File: config.mk
export PLATFORM = sky130hd
export DESIGN_NAME = hazard_ctrl
export DESIGN_NICKNAME = d
export VERILOG_FILES = /design/src/rtl/common.sv /design/src/rtl/hazard_perf_cnt.sv /design/src/rtl/hazard_ctrl.sv
export SDC_FILE = /design/constraint.sdc
export NUM_CORES = 1
export LEC_CHECK = 0
export CELL_PAD_IN_SITES_DETAIL_PLACEMENT = 0
export CELL_PAD_IN_SITES_GLOBAL_PLACEMENT = 1
export CORE_ASPECT_RATIO = 1.5
export CORE_MARGIN = 5
export CORE_UTILIZATION = 28
export CTS_BUF_LIST = sky130_fd_sc_hd__clkbuf_4
export CTS_CLUSTER_SIZE = 30
export DETAILED_ROUTE_END_ITERATION = 8
export GPL_ROUTABILITY_DRIVEN = 0
export PLACE_DENSITY = 0.86
export SLEW_MARGIN = 20
export SYNTH_ARGS = -nofsm -noshare
export SYNTH_HDL_FRONTEND = slang
export SYNTH_HIERARCHICAL = 1
export SYNTH_SLANG_ARGS = --single-unit
export TNS_END_PERCENT = 5
File: constraint.sdc
create_clock -name clk -period 1.7 [get_ports clk]
set_input_delay 0.255 -clock clk [delete_from_list [all_inputs] [get_ports clk]]
set_output_delay 0.255 -clock clk [all_outputs]
set_load 0.02 [all_outputs]
File: src/rtl/common.sv
// -----------------------------------------------------------------------------
// common -- shared types for the pipeline hazard sequencer.
//   ctrl_state_e : sequencer FSM states (also exported on hazard_ctrl.ctrl_state)
//   stage_e      : pipeline stage index, used to address per-stage control bits
//   MDU_MAX_CYC_DFLT / PERF_W_DFLT : default parameter values
// Optional feature macro: HAZARD_PERF_EN (performance counter width default).
// -----------------------------------------------------------------------------
package common;

  localparam int MDU_MAX_CYC_DFLT = 64;
`ifdef HAZARD_PERF_EN
  localparam int PERF_W_DFLT      = 32;
`endif

  typedef enum logic [1:0] {
    ST_RUN      = 2'd0,
    ST_MDU_WAIT = 2'd1,
    ST_MEM_WAIT = 2'd2
  } ctrl_state_e;

  typedef enum logic [2:0] {
    STG_IF  = 3'd0,
    STG_ID  = 3'd1,
    STG_EX  = 3'd2,
    STG_MEM = 3'd3,
    STG_WB  = 3'd4
  } stage_e;

  localparam int STG_N = 5;

endpackage

File: src/rtl/hazard_perf_cnt.sv
// -----------------------------------------------------------------------------
// hazard_perf_cnt -- saturating event counter for hazard_ctrl statistics.
// Present only when HAZARD_PERF_EN is defined.
//   clk    in  core clock
//   rst_n  in  asynchronous active-low reset, clears the count
//   i_inc  in  count one event this cycle
//   o_cnt  out current count, sticks at all-ones
// -----------------------------------------------------------------------------
`ifdef HAZARD_PERF_EN
module hazard_perf_cnt #(
  parameter int PERF_W = 32
) (
  input  logic              clk,
  input  logic              rst_n,
  input  logic              i_inc,
  output logic [PERF_W-1:0] o_cnt
);

  logic [PERF_W-1:0] r_cnt;

  always_ff @(posedge clk or negedge rst_n) begin
    if (!rst_n) begin
      r_cnt <= '0;
    end else if (i_inc && (r_cnt != '1)) begin
      r_cnt <= r_cnt + PERF_W'(1);
    end
  end

  assign o_cnt = r_cnt;

endmodule
`endif

File: src/rtl/hazard_ctrl.sv
// -----------------------------------------------------------------------------
// hazard_ctrl -- pipeline sequencer for the 5-stage core.
// Produces per-stage stall (hold) and flush (bubble) controls for what operand
// forwarding cannot cover: load-use, multi-cycle MDU ops, data-memory wait
// states and EX branch redirects. Priority: mem wait > MDU > redirect > load-use.
//
// Ports
//   clk, rst_n                     clock, asynchronous active-low reset
//   id_rs1_id/id_rs2_id [4:0]      ID source register indices
//   id_use_rs1/id_use_rs2          ID instruction actually reads rs1/rs2
//   ex_rdst_id [4:0]               EX destination register index
//   ex_mem_read                    EX instruction is a load
//   ex_mdu_op                      EX instruction is a multi-cycle MDU op
//   mdu_done                       MDU result valid (pulse)
//   ex_redirect                    EX branch/jump taken
//   mem_req, mem_ready             MEM-stage access and its completion
//   stall_if/id/ex/mem             hold stage register
//   flush_id/ex/mem/wb             load bubble into stage register
//   mdu_start                      pulse launching the MDU
//   mdu_timeout                    pulse, MDU watchdog abort
//   ctrl_state [1:0]               current ctrl_state_e (debug)
//   perf_stall_cyc/perf_flush_cnt  [PERF_W-1:0], only with HAZARD_PERF_EN
//
// Optional feature macro: HAZARD_PERF_EN adds saturating counters of IF-stall
// cycles and redirect flushes.
// -----------------------------------------------------------------------------
module hazard_ctrl
  import common::*;
#(
  parameter int MDU_MAX_CYC = MDU_MAX_CYC_DFLT
`ifdef HAZARD_PERF_EN
  ,
  parameter int PERF_W      = PERF_W_DFLT
`endif
) (
  input  logic       clk,
  input  logic       rst_n,
  input  logic [4:0] id_rs1_id,
  input  logic [4:0] id_rs2_id,
  input  logic       id_use_rs1,
  input  logic       id_use_rs2,
  input  logic [4:0] ex_rdst_id,
  input  logic       ex_mem_read,
  input  logic       ex_mdu_op,
  input  logic       mdu_done,
  input  logic       ex_redirect,
  input  logic       mem_req,
  input  logic       mem_ready,
  output logic       stall_if,
  output logic       stall_id,
  output logic       stall_ex,
  output logic       stall_mem,
  output logic       flush_id,
  output logic       flush_ex,
  output logic       flush_mem,
  output logic       flush_wb,
  output logic       mdu_start,
  output logic       mdu_timeout,
  output logic [1:0] ctrl_state
`ifdef HAZARD_PERF_EN
  ,
  output logic [PERF_W-1:0] perf_stall_cyc,
  output logic [PERF_W-1:0] perf_flush_cnt
`endif
);

  localparam int CNT_W = $clog2(MDU_MAX_CYC);

  ctrl_state_e      r_state, w_state_nxt;
  ctrl_state_e      r_resume, w_resume_nxt;   // state to return to after a mem wait
  ctrl_state_e      w_eff;                    // state whose rules apply this cycle
  logic [CNT_W-1:0] r_cnt, w_cnt_nxt;         // MDU wait cycles, frozen during mem waits
  logic             r_done_q, w_done_q_nxt;   // mdu_done seen while parked in a mem wait

  logic [STG_N-1:0] w_stall, w_flush;
  logic             w_mdu_start, w_mdu_timeout, w_redirect_hit;
  logic             w_mem_stall, w_load_use, w_cnt_last;

  assign w_mem_stall = mem_req && !mem_ready;
  assign w_cnt_last  = (r_cnt == CNT_W'(MDU_MAX_CYC - 1));
  assign w_load_use  = ex_mem_read && (ex_rdst_id != 5'd0) &&
                       ((id_use_rs1 && (id_rs1_id == ex_rdst_id)) ||
                        (id_use_rs2 && (id_rs2_id == ex_rdst_id)));

  // The cycle mem_ready ends a wait is decided by the rules of the state we
  // resume into, so the wait state itself never drives outputs on exit.
  assign w_eff = (r_state == ST_MEM_WAIT) ? r_resume : r_state;

  always_comb begin
    // NOTE: every output of this block gets a default first; a path that skips
    // an assignment would otherwise infer a latch.
    w_stall        = '0;
    w_flush        = '0;
    w_mdu_start    = 1'b0;
    w_mdu_timeout  = 1'b0;
    w_redirect_hit = 1'b0;
    w_state_nxt    = ST_RUN;
    w_resume_nxt   = r_resume;
    w_cnt_nxt      = r_cnt;
    w_done_q_nxt   = r_done_q;

    if (w_mem_stall) begin
      // Freeze IF..MEM and bubble WB; the MDU op (if any) stays parked in EX.
      w_stall[STG_IF]  = 1'b1;
      w_stall[STG_ID]  = 1'b1;
      w_stall[STG_EX]  = 1'b1;
      w_stall[STG_MEM] = 1'b1;
      w_flush[STG_WB]  = 1'b1;
      w_state_nxt      = ST_MEM_WAIT;
      w_resume_nxt     = w_eff;
      if ((w_eff == ST_MDU_WAIT) && mdu_done) begin
        w_done_q_nxt = 1'b1;
      end
    end else begin
      unique case (w_eff)
        ST_MDU_WAIT: begin
          if (mdu_done || r_done_q) begin
            w_done_q_nxt = 1'b0;
          end else if (w_cnt_last) begin
            // Drop the stuck op: bubble EX and hold the stages behind it.
            w_mdu_timeout   = 1'b1;
            w_stall[STG_IF] = 1'b1;
            w_stall[STG_ID] = 1'b1;
            w_flush[STG_EX] = 1'b1;
          end else begin
            w_stall[STG_IF]  = 1'b1;
            w_stall[STG_ID]  = 1'b1;
            w_stall[STG_EX]  = 1'b1;
            w_flush[STG_MEM] = 1'b1;
            w_cnt_nxt        = r_cnt + CNT_W'(1);
            w_state_nxt      = ST_MDU_WAIT;
          end
        end
        default: begin
          if (ex_mdu_op) begin
            w_mdu_start      = 1'b1;
            w_stall[STG_IF]  = 1'b1;
            w_stall[STG_ID]  = 1'b1;
            w_stall[STG_EX]  = 1'b1;
            w_flush[STG_MEM] = 1'b1;
            w_cnt_nxt        = '0;
            w_state_nxt      = ST_MDU_WAIT;
          end else if (ex_redirect) begin
            // IF fetches the new target, so nothing is held; the load-use
            // check is moot because the ID instruction is squashed.
            w_redirect_hit  = 1'b1;
            w_flush[STG_ID] = 1'b1;
            w_flush[STG_EX] = 1'b1;
          end else if (w_load_use) begin
            w_stall[STG_IF] = 1'b1;
            w_stall[STG_ID] = 1'b1;
            w_flush[STG_EX] = 1'b1;
          end
        end
      endcase
    end
  end

  always_ff @(posedge clk or negedge rst_n) begin
    // NOTE: state registers use non-blocking assignments so every flop samples
    // the pre-edge values regardless of statement order.
    if (!rst_n) begin
      r_state  <= ST_RUN;
      r_resume <= ST_RUN;
      r_cnt    <= '0;
      r_done_q <= 1'b0;
    end else begin
      r_state  <= w_state_nxt;
      r_resume <= w_resume_nxt;
      r_cnt    <= w_cnt_nxt;
      r_done_q <= w_done_q_nxt;
    end
  end

  // NOTE: the controls are combinational from the inputs, so they are gated
  // with rst_n to be quiet for the whole time reset is held, not just after
  // the state flops clear.
  assign stall_if    = rst_n && w_stall[STG_IF];
  assign stall_id    = rst_n && w_stall[STG_ID];
  assign stall_ex    = rst_n && w_stall[STG_EX];
  assign stall_mem   = rst_n && w_stall[STG_MEM];
  assign flush_id    = rst_n && w_flush[STG_ID];
  assign flush_ex    = rst_n && w_flush[STG_EX];
  assign flush_mem   = rst_n && w_flush[STG_MEM];
  assign flush_wb    = rst_n && w_flush[STG_WB];
  assign mdu_start   = rst_n && w_mdu_start;
  assign mdu_timeout = rst_n && w_mdu_timeout;
  assign ctrl_state  = r_state;

`ifdef HAZARD_PERF_EN
  hazard_perf_cnt #(.PERF_W(PERF_W)) u_stall_cnt (
    .clk   (clk),
    .rst_n (rst_n),
    .i_inc (w_stall[STG_IF]),
    .o_cnt (perf_stall_cyc)
  );

  hazard_perf_cnt #(.PERF_W(PERF_W)) u_flush_cnt (
    .clk   (clk),
    .rst_n (rst_n),
    .i_inc (w_redirect_hit),
    .o_cnt (perf_flush_cnt)
  );
`endif

  // An MDU op and a taken redirect both claiming EX means upstream decode is
  // broken; the MDU wins, but it should never happen.
  a_mdu_vs_redirect: assert property (@(posedge clk) disable iff (!rst_n)
    !((w_eff == ST_RUN) && !w_mem_stall && ex_mdu_op && ex_redirect));

  // A stage is never held and bubbled at once; IF has no flush, WB no stall.
  a_stall_flush_excl: assert property (@(posedge clk) disable iff (!rst_n)
    ((w_stall & w_flush) == '0) && !w_stall[STG_WB] && !w_flush[STG_IF]);

endmodule
---- Yosys cells after proc, flatten, opt, wreduce, memory -nomap -nowiden ----
Index checks and enable logic that the tools add are counted.
word-level totals
  bits in registers ....................... 11
  bits of input ports ..................... 25
  output and inout port bits .............. 12
  logic and storage cells ................. 75
operators by class
  add/subtract/negate cells ............... 1
  equal/unequal tests ..................... 8
  muxes and demuxes ....................... 37
  bitwise logic cells ..................... 1
  reductions and logical operators ........ 24
operators with widths
  cell                                                  number
  2-to-1 mux 6 bit                                      4
  2-to-1 mux 1 bit                                      20
  2-to-1 mux 2 bit                                      9
  logical AND 1 bit                                     15
  2-to-1 mux 3 bit                                      4
  equality test 5 bit                                   2
  adder 6 x 1 -> 6 bit (second input constant)          1
  equality test 6 bit (second input constant)           1
  nonzero test 2 bit                                    3
  nonzero test 5 bit                                    1
  != test 2 bit (second input constant)                 2
  AND reduction 4 bit                                   1
  AND reduction 3 bit                                   1
  equality test 2 x 1 -> 1 bit (second input constant)  1
  equality test 2 bit (second input constant)           1
  logical OR 1 bit                                      2
  != test 2 x 1 -> 1 bit (second input constant)        1
  zero test 1 bit                                       1
  inverter 1 bit                                        1

---- Longest topological paths before layout ----
Gate-level depths: netlist (run 1).
  depth after elaboration ................. 10
  mapped depth ............................ 6
  depth with buffers taken out ............ 5

---- Least setup slack after synthesis (run 1) ----
No wires, ideal clock.
  kind .................................... flip-flop to output port
  start ................................... register r_state[0] (netlist: ctrl_state[0])
  end ..................................... output stall_if
  data arrival time ....................... 1.840 ns
  required time ........................... 1.445 ns
  slack ................................... -0.395 ns
  cell stages (with the launch flop) ...... 6
  path buffers ............................ 1
  path through ............................ dfrtp_1 -> and4bb_2 -> o22ai_1 -> nand4_1 -> o21ai_0 -> buf_4
between the ends
  cells in the longest elaborated chain, start to end .. 6
ends and longest elaborated chain
  item                              line                text
  from (decl)                       hazard_ctrl.sv:69   ctrl_state_e r_state, w_state_nxt;
  from (signal assigned)            hazard_ctrl.sv:168  r_state <= w_state_nxt;
  equality test 2 bit               hazard_ctrl.sv:87   assign w_eff = (r_state == ST_MEM_WAIT) ? r_resume : r_state;
  2-to-1 mux 2 bit (*)              hazard_ctrl.sv:87
  equality test 2 x 1 -> 1 bit (*)  hazard_ctrl.sv:115  unique case (w_eff)
  2-to-1 mux 3 bit (*)              hazard_ctrl.sv:115
  2-to-1 mux 3 bit (*)              hazard_ctrl.sv:102  if (w_mem_stall) begin
  logical AND 1 bit (*)             hazard_ctrl.sv:178  assign stall_if = rst_n && w_stall[STG_IF];
  to (decl)                         hazard_ctrl.sv:49   output logic stall_if,
Every way passes the cells marked *; elsewhere a longest branch is shown, timed or not.

---- Worst setup path after layout (run 1) ----
  start ................................... register r_cnt[0]
  end ..................................... output flush_ex
between the ends
  cells in the longest elaborated chain, start to end .. 6
ends and longest elaborated chain
  item                    line                text
  from (decl)             hazard_ctrl.sv:72   logic [CNT_W-1:0] r_cnt, w_cnt_nxt;
  from (signal assigned)  hazard_ctrl.sv:170  r_cnt <= w_cnt_nxt;
  equality test 6 bit     hazard_ctrl.sv:80   assign w_cnt_last = (r_cnt == CNT_W'(MDU_MAX_CYC - 1));
  2-to-1 mux 1 bit        hazard_ctrl.sv:119  end else if (w_cnt_last) begin
  2-to-1 mux 2 bit        hazard_ctrl.sv:117  if (mdu_done || r_done_q) begin
  2-to-1 mux 2 bit        hazard_ctrl.sv:115
  2-to-1 mux 3 bit        hazard_ctrl.sv:102
  logical AND 1 bit       hazard_ctrl.sv:183  assign flush_ex = rst_n && w_flush[STG_EX];
  to (decl)               hazard_ctrl.sv:54   output logic flush_ex,
No other way between the ends.

==> summary.md, run 1 <==
| Metric | Value |
|---|---|
| Status | finished, violations left |
| Violated checks | negative setup slack |
| Crit start category | flip-flop |
| Height of the die | 79.2 um |
| Clock tree root buffer cell | sky130_fd_sc_hd__clkbuf_4 |
| Critical Path Sink Type | output pin |
| Peak per-stage delay on the critical path | 0.36 ns |
| Worst path top cell family by delay | simple AND/OR/NAND/NOR gates |
| Cell Area, Placed | 1540 sq um |
| Placed wire-length estimate | 2820 um |
| Clock Sinks | 11 |
| Unrepaired setup endpoints after global routing | true |
| Path category of the worst min-delay check | primary input to async pin |
| Seq pwr share | 32.6% |
| Maximum resistive drop on vdd | 0.398 mV |
| Setup CP Type | flip-flop to output pin |
| Count of filler cells inserted in the layout | 289 |
| Pins over their slew limit | 0 |
| Worst-case headroom to the max-slew limit | 81.8% |
| Number of hold-repair buffers added at the cts stage | 0 |
| Finish-stage setup viols | 8 |
| Mean post-synth cell area | 8.69 sq um |
| Cell area after layout | 1580 sq um |
| Number of flops mapped to enable cells by yosys | 0 |
| Crit Path Max Fanout | 2 |
| Die X-Extent | 56.2 um |
| Net total in the final layout | 203 |
| Largest buffer count on any clock path | 2 |
| Post-synth net total | 129 |
| ANT nets after route | 0 |
| Clock group share of total power | 20.2% |
| Count of buffers from port buffering | 36 |
| I/O pin count | 37 |
| DP Worst Slack | -0.758 ns |
| Worst endpoint data arrival time | 1.84 ns |
| Antenna cells | 0 |
| Seq. cell area | 275 sq um |
| Number of buffer and inverter instances along the worst setup path | 1 |
| Overall via count from detail_route | 1107 |
| Pleak | 0.741 nW |
| Fraction of the cycle the final worst path needs | 124% |
| Synthesized flop and latch total | 11 |
| Transition time of the tightest slew-check pin | 0.271 ns |
| Count of unique library cells instantiated by Yosys | 41 |
| Global-route wire length before repair | 5620 um |
| Hold Worst Slack | 0.110 ns |
| Setup skew after layout | 0.00384 ns |
| Final critical-path setup slack | -0.400 ns |
| Switching power | 0.369 mW |
| Power density cells | 634 nW/um^2 |
| CTS tree | done |
| Number of clock buffers inserted by TritonCTS | 3 |
| Final critical-path required period | 2.10 ns |
| Initial core utilization | 28.6% |
| Cell with the largest stage delay on the worst path | sky130_fd_sc_hd__dfrtp_1 |
| Via count of the first global-routing pass | 1199 |
| Max Clock Freq | 476 MHz |
| Internal power | 0.635 mW |
| Routed wire length | 3330 um |
| Clock Latency Late Sink | 0.30 ns |
| Via density per instance | 5.13 |
| Power share of the combinational group | 47.2% |
| Multi-input combinational cell area | 617 sq um |
| Largest net degree at the start of global routing | 11 |
| Std-Cell Rows | 25 |
| Syn-to-layout area delta | 77.1% |
| Average routed wire per standard cell | 15.4 um |
| Data required time at the worst endpoint | 1.44 ns |
| Overall power of the completed layout | 1.00 mW |
| Global-route total usage across every layer | 16.3% |
| Overall die area | 4450 sq um |
| GR Overflow Total | 0 |
| Leading register cell type out of synthesis | sky130_fd_sc_hd__dfrtp_1 |
| Chain of cells forming the critical path | ha_2, nand3_2, or3_4, o31a_1, o22ai_2, buf_6 |
| Proportion of synthesized flip-flops having asynchronous set or reset | 100% |
| Commonest non-fill, non-tap cells in the layout | 40 x sky130_fd_sc_hd__buf_4, 21 x sky130_fd_sc_hd__clkdlybuf4s50_1, 11 x sky130_fd_sc_hd__dfrtp_1 |
| Most frequent standard cell in the layout excluding fill and tap cells | sky130_fd_sc_hd__buf_4 |
| Number of instances in the synthesized netlist | 103 |
| DRC violations left | 0 |
| Final Core Density | 50.6% |
| Post-synthesis cell area | 895 sq um |
| Sequential element share of the synthesized area | 30.8% |
| Maximum Capacitance Violations | 0 |
| Core Box Area | 3130 sq um |
| H-tree level count | 1 |
| Number of iterations in the first detailed-routing pass | 4 |
| Clock edge transition at the registers on the reported setup and hold paths | 0.08 ns |
| Number of antenna violations at the first check in global routing | 0 |
| Fraction of layout instances using a drive strength above 1 | 36.9% |
| Net switching share of the total power | 36.7% |
| Total of warnings raised by yosys | 6 |
| Hold Fails Final Rpt | 0 |
| DRT iter0 DRCs | 34 |
## kinds of logic (layout without fill, tap and decap cells)
group	after synthesis	after routing	share of synthesized area (%)
buf+inv	9	82	5.45
xor+xnor	10	10	9.79
fa+ha+maj	1	1	1.40
mux	2	2	2.24
simple gates	43	43	28.5
compound gates	27	27	21.8
flops	11	11	30.8
## final timing paths
path                                          from                 endpoint  slack (ns)  depth (start not counted)
setup / recovery              r_cnt[0]$_DFFE_PN0P_                 flush_ex       -0.40                          6
hold / removal                               rst_n     r_cnt[0]$_DFFE_PN0P_        0.11                          2
setup reg to reg           ctrl_state[0]$_DFF_PN0_     r_cnt[0]$_DFFE_PN0P_        0.05                          5
hold reg to reg            r_resume[0]$_DFFE_PN0P_  r_resume[0]$_DFFE_PN0P_        0.57                          2
max in group asynchronous                    rst_n     r_cnt[4]$_DFFE_PN0P_        1.35                          3
min in group clk           r_resume[0]$_DFFE_PN0P_  r_resume[0]$_DFFE_PN0P_        0.57                          2
## power groups by stage
stage | clock (mW) | sequential [mW] | combinational (mW)
2_1_floorplan | 0 | 0.336 | 0.186
3_3_place_gp | 0 | 0.326 | 0.455
3_5_place_dp | 0 | 0.330 | 0.468
4_1_cts | 0.204 | 0.326 | 0.460
5_1_grt | 0.213 | 0.330 | 0.518
6_report | 0.203 | 0.327 | 0.474
## state kept, by name, indices dropped and copies added (netlist names)
register,flops
r_cnt,6
ctrl_state,2
r_resume,2
r_done_q,1
## layout make-up
cell class	count	share of cell area [%]
well taps	40	3.16
flip-flops and latches	11	17.4
clock buffers	3	1.42
inverters	5	1.18
repair buffers	73	37.6
multi-input cells	83	38.9
clock inverters	1	0.316
## per-stage QoR
step | instances | TNS (ns)
5_1_grt | 216 | -3.39
2_1_floorplan | 103 | -0.579
3_5_place_dp | 210 | -5.81
3_3_place_gp | 210 | -5.58
6_report | 216 | -2.67
4_1_cts | 215 | -2.68
## what timing repair did
action                                  CTS  global route
resized for setup                        60             6
endpoints found under the setup margin   12            10
buffers inserted                          1             1
pin swaps                                 3             2
## cell usage after synthesis (all sizes together) (2+ instances only)
master   number  share of area [%]
a21boi        2                1.7
a21oi         5                2.8
and2          2                1.4
and3          2                1.4
buf           3                2.9
dfrtp        11                 31
inv           5                2.1
mux2i         2                2.2
nand2         7                2.9
nand3         5                3.4
nand4         5                3.5
nor2          8                4.2
nor3          2                1.1
nor4          5                3.5
o211ai        2                1.7
o21a          2                1.7
o21ai         4                2.2
o22ai         2                2.1
o2bb2ai       2                2.0
o31a          3                2.9
xnor2         2                2.0
xor2          8                7.8
## worst register-to-register path, cell delays in order, from the launching register on
cell	delay, ns
sky130_fd_sc_hd__dfrtp_1	0.43
sky130_fd_sc_hd__nand4bb_1	0.34
sky130_fd_sc_hd__nand3_1	0.24
sky130_fd_sc_hd__buf_4	0.13
sky130_fd_sc_hd__nand2_1	0.08
sky130_fd_sc_hd__a211o_1	0.31
## layer usage
metal	up-vias	part of all wire, %	GRT usage (%)
li1	533	-	-
met1	507	32	15.3
met2	54	57	32.1
met3	13	5.9	2.76
met4	0	4.3	9.26
met5	-	0	0
No activity file was read; power rests on OpenSTA's default activity.
==> run 2, diff against run 1 <==
- CORE_UTILIZATION: 28 -> 31
- PLACE_DENSITY: 0.86 -> 0.9
- SLEW_MARGIN: 20 -> unset
- SYNTH_HIERARCHICAL: 1 -> unset
- clock period: 1.7 -> 2 ns (I/O delays scaled with it)
==> summary.md, run 2 <==
| Metric | Value |
|---|---|
| Global-route wire length before repair | 4880 um (was 5620 um) |
| Final critical-path required period | 2.15 ns |
| Worst-case headroom to the max-slew limit | 78.0% (was 81.8%) |
| Syn-to-layout area delta | 77.5% (was 77.1%) |
| Initial core utilization | 31.4% (was 28.6%) |
| Setup CP Type | flip-flop to output pin (unchanged) |
| Clock Latency Late Sink | 0.27 ns (was 0.30 ns) |
| Count of filler cells inserted in the layout | 277 (was 289) |
| Crit Path Max Fanout | 3 (was 2) |
| Clock Sinks | 11 (unchanged) |
| Transition time of the tightest slew-check pin | 0.326 ns (was 0.271 ns) |
| Commonest non-fill, non-tap cells in the layout | 40 x sky130_fd_sc_hd__buf_4, 19 x sky130_fd_sc_hd__clkdlybuf4s50_1, 10 x sky130_fd_sc_hd__dfrtp_1 (was 40 x sky130_fd_sc_hd__buf_4, 21 x sky130_fd_sc_hd__clkdlybuf4s50_1, 11 x sky130_fd_sc_hd__dfrtp_1) |
| I/O pin count | 37 (unchanged) |
| Largest net degree at the start of global routing | 11 (unchanged) |
| Cell with the most instances after synthesis | sky130_fd_sc_hd__dfrtp_1 (unchanged) |
| Clock edge transition at the registers on the reported setup and hold paths | 0.08 ns (about the same) |
| Net total in the final layout | 204 (was 203) |
| Post-synth net total | 129 (unchanged) |
| Startpoint of the lowest-slack register-to-register path | ctrl_state[0]$_DFF_PN0_ (unchanged) |
| CTS tree | done (unchanged) |
| Fraction of the cycle the final worst path needs | 107% |
| Violated checks | negative setup slack (unchanged) |
| Data required time at the worst endpoint | 1.70 ns (was 1.44 ns) |
| Count of unique library cells instantiated by Yosys | 41 (unchanged) |
| Global-route total usage across every layer | 15.7% (was 16.3%) |
| Routed wire length | 2920 um (was 3330 um) |
| DRT iter0 DRCs | 37 (was 34) |
| Synthesized flop and latch total | 11 (unchanged) |
| Clock tree root buffer cell | sky130_fd_sc_hd__clkbuf_4 (unchanged) |
| Critical R2R Capture | r_cnt[4]$_DFFE_PN0P_ (was r_cnt[0]$_DFFE_PN0P_) |
| Maximum Capacitance Violations | 0 (unchanged) |
| Placed wire-length estimate | 2440 um (was 2820 um) |
| Largest cells by area after synthesis | sky130_fd_sc_hd__dfrtp_1 31%, sky130_fd_sc_hd__xor2_1 7.8%, sky130_fd_sc_hd__nand4_1 3.5% (unchanged) |
| Register-to-Register Path Depth | 6 (was 5) |
| Finish-stage setup viols | 5 (was 8) |
| Leading register cell type out of synthesis | sky130_fd_sc_hd__dfrtp_1 (unchanged) |
| Yosys top cell area share | 30.8% (unchanged) |
| Overall die area | 4080 sq um (was 4450 sq um) |
| Most frequent standard cell in the layout excluding fill and tap cells | sky130_fd_sc_hd__buf_4 (unchanged) |
| Average routed wire per standard cell | 13.5 um (was 15.4 um) |
| Proportion of synthesized flip-flops having asynchronous set or reset | 100% (unchanged) |
| Core Box Area | 2850 sq um (was 3130 sq um) |
| Hold Worst Slack | 0.397 ns (was 0.110 ns) |
| Unrepaired setup endpoints after global routing | true (unchanged) |
| Post-synthesis cell area | 895 sq um (unchanged) |
| Number of clock buffers inserted by TritonCTS | 3 (unchanged) |
| Top post-synthesis cells by count | 11 x sky130_fd_sc_hd__dfrtp_1, 8 x sky130_fd_sc_hd__xor2_1, 7 x sky130_fd_sc_hd__nand2_1, 7 x sky130_fd_sc_hd__nor2_1 (unchanged) |
| Number of flip-flops in the largest register | 6 (unchanged) |
| Maximum resistive drop on vdd | 0.204 mV (was 0.398 mV) |
| Number of antenna violations at the first check in global routing | 0 (unchanged) |
| Via density per instance | 4.98 (was 5.13) |
| Path category of the worst min-delay check | primary input to async pin (unchanged) |
| Std-Cell Rows | 24 (was 25) |
| H-tree level count | 1 (unchanged) |
| Reg2Reg Setup Slack | 0.33 ns (was 0.05 ns) |
| Number of iterations in the first detailed-routing pass | 4 (unchanged) |
| Via count of the first global-routing pass | 1192 (was 1199) |
| Number of flops mapped to enable cells by yosys | 0 (unchanged) |
| Status | finished, violations left (unchanged) |
| Sequential element share of the synthesized area | 30.8% (unchanged) |
| Final Core Density | 55.7% (was 50.6%) |
| Max Clock Freq | 465 MHz |
| Fraction of layout instances using a drive strength above 1 | 34.5% (was 36.9%) |
| Setup skew after layout | 0.00185 ns (was 0.00384 ns) |
| Hold Fails Final Rpt | 0 (unchanged) |
| Count of buffers from port buffering | 36 (unchanged) |
| Cell accounting for the most synthesized area | sky130_fd_sc_hd__dfrtp_1 (unchanged) |
| Crit start category | flip-flop (unchanged) |
| Mean post-synth cell area | 8.69 sq um (unchanged) |
| Critical Path Sink Type | output pin (unchanged) |
| GR Overflow Total | 0 (unchanged) |
| DRC violations left | 0 (unchanged) |
| Largest reg by FF count | r_cnt (unchanged) |
| Antenna cells | 0 (unchanged) |
| Power density cells | 540 nW/um^2 (was 634 nW/um^2) |
| Worst endpoint data arrival time | 1.85 ns (was 1.84 ns) |
| ANT nets after route | 0 (unchanged) |
| Largest buffer count on any clock path | 2 (unchanged) |
| Number of instances in the synthesized netlist | 103 (unchanged) |
| Total of warnings raised by yosys | 0 (was 6) |
| Pleak | 0.748 nW (was 0.741 nW) |
| Overall via count from detail_route | 1075 (was 1107) |
| Final critical-path setup slack | -0.149 ns (was -0.400 ns) |
| Die X-Extent | 53.9 um (was 56.2 um) |
| Height of the die | 75.8 um (was 79.2 um) |
| Pins over their slew limit | 0 (unchanged) |
run 2: cell families after synthesis:
kind of cell               after synthesis  synth area share (%)
xor gates and xnor gates                10                  9.79
buffers and inverters                    9                  5.45
DFF                                     11                  30.8
muxes                                    2                  2.24
AOI/OAI and AO/OA                       27                  21.8
adders and majority gates                1                  1.40
and+or+nand+nor                         43                  28.5
run 2: metal layers:
layer	vias to the layer above	part of all wire [%]	GRT usage [%]
li1	536	-	-
met1	489	39	16.8
met2	46	54	30.1
met3	4	6.6	2.15
met4	0	1.3	5.97
met5	-	0	0
run 2: worst max path at each step:
stage | start | endpoint | slack [ns]
6_report | r_cnt[0]$_DFFE_PN0P_ | flush_ex | -0.15
5_1_grt | r_cnt[0]$_DFFE_PN0P_ | flush_ex | -0.21
3_3_place_gp | ex_rdst_id[3] | stall_if | -0.56
4_1_cts | r_cnt[1]$_DFFE_PN0P_ | stall_ex | -0.14
2_1_floorplan | r_cnt[0]$_DFFE_PN0P_ | mdu_timeout | 0.05
3_5_place_dp | ex_rdst_id[3] | stall_if | -0.62
run 2: through the flow:
| step | cells | setup TNS, ns | power (mW) | setup WS (ns) | area (sq um) |
|---|---|---|---|---|---|
| after detailed placement | 208 | -3.68 | 0.663 | -0.615 | 1530 |
| after floorplan | 103 | 0 | 0.442 | 0.0489 | 895 |
| final | 216 | -0.260 | 0.857 | -0.149 | 1590 |
| after global placement | 208 | -3.53 | 0.653 | -0.559 | 1530 |
| after CTS | 213 | -0.388 | 0.842 | -0.135 | 1550 |
| after global routing | 216 | -0.823 | 0.913 | -0.211 | 1590 |
run 2: cell type report:
type | count | area [sq um] | area share [%]
Multi-Input combinational cell | 83 | 608 | 38.3
Timing Repair Buffer | 74 | 606 | 38.1
Sequential cell | 11 | 277 | 17.4
Tap cell | 39 | 48.8 | 3.07
Clock buffer | 4 | 30.0 | 1.89
Inverter | 5 | 18.8 | 1.18
run 2: power by group:
part           switching [mW]  total [mW]  internal, mW  leakage, nW
Clock                  0.0813       0.172        0.0907       0.0184
Combinational           0.180       0.402         0.222        0.584
Sequential             0.0303       0.284         0.253        0.145
Total                   0.292       0.857         0.566        0.748
run 2: worst max-delay path, cell delays in order (launching register included):
cell                      delay (ns)
sky130_fd_sc_hd__dfrtp_1        0.41
sky130_fd_sc_hd__ha_4           0.17
sky130_fd_sc_hd__nand3_4        0.07
sky130_fd_sc_hd__or3_4          0.34
sky130_fd_sc_hd__o31a_1         0.25
sky130_fd_sc_hd__o22ai_2        0.20
sky130_fd_sc_hd__buf_6          0.14
run 2: timing repair:
action	4_1_cts	5_1_grt
resized for setup	50	9
hold endpoints to repair	0	0
setup endpoints to repair	10	8
buffers inserted	1	3
pin swaps	7	3
hold buffers	0	0
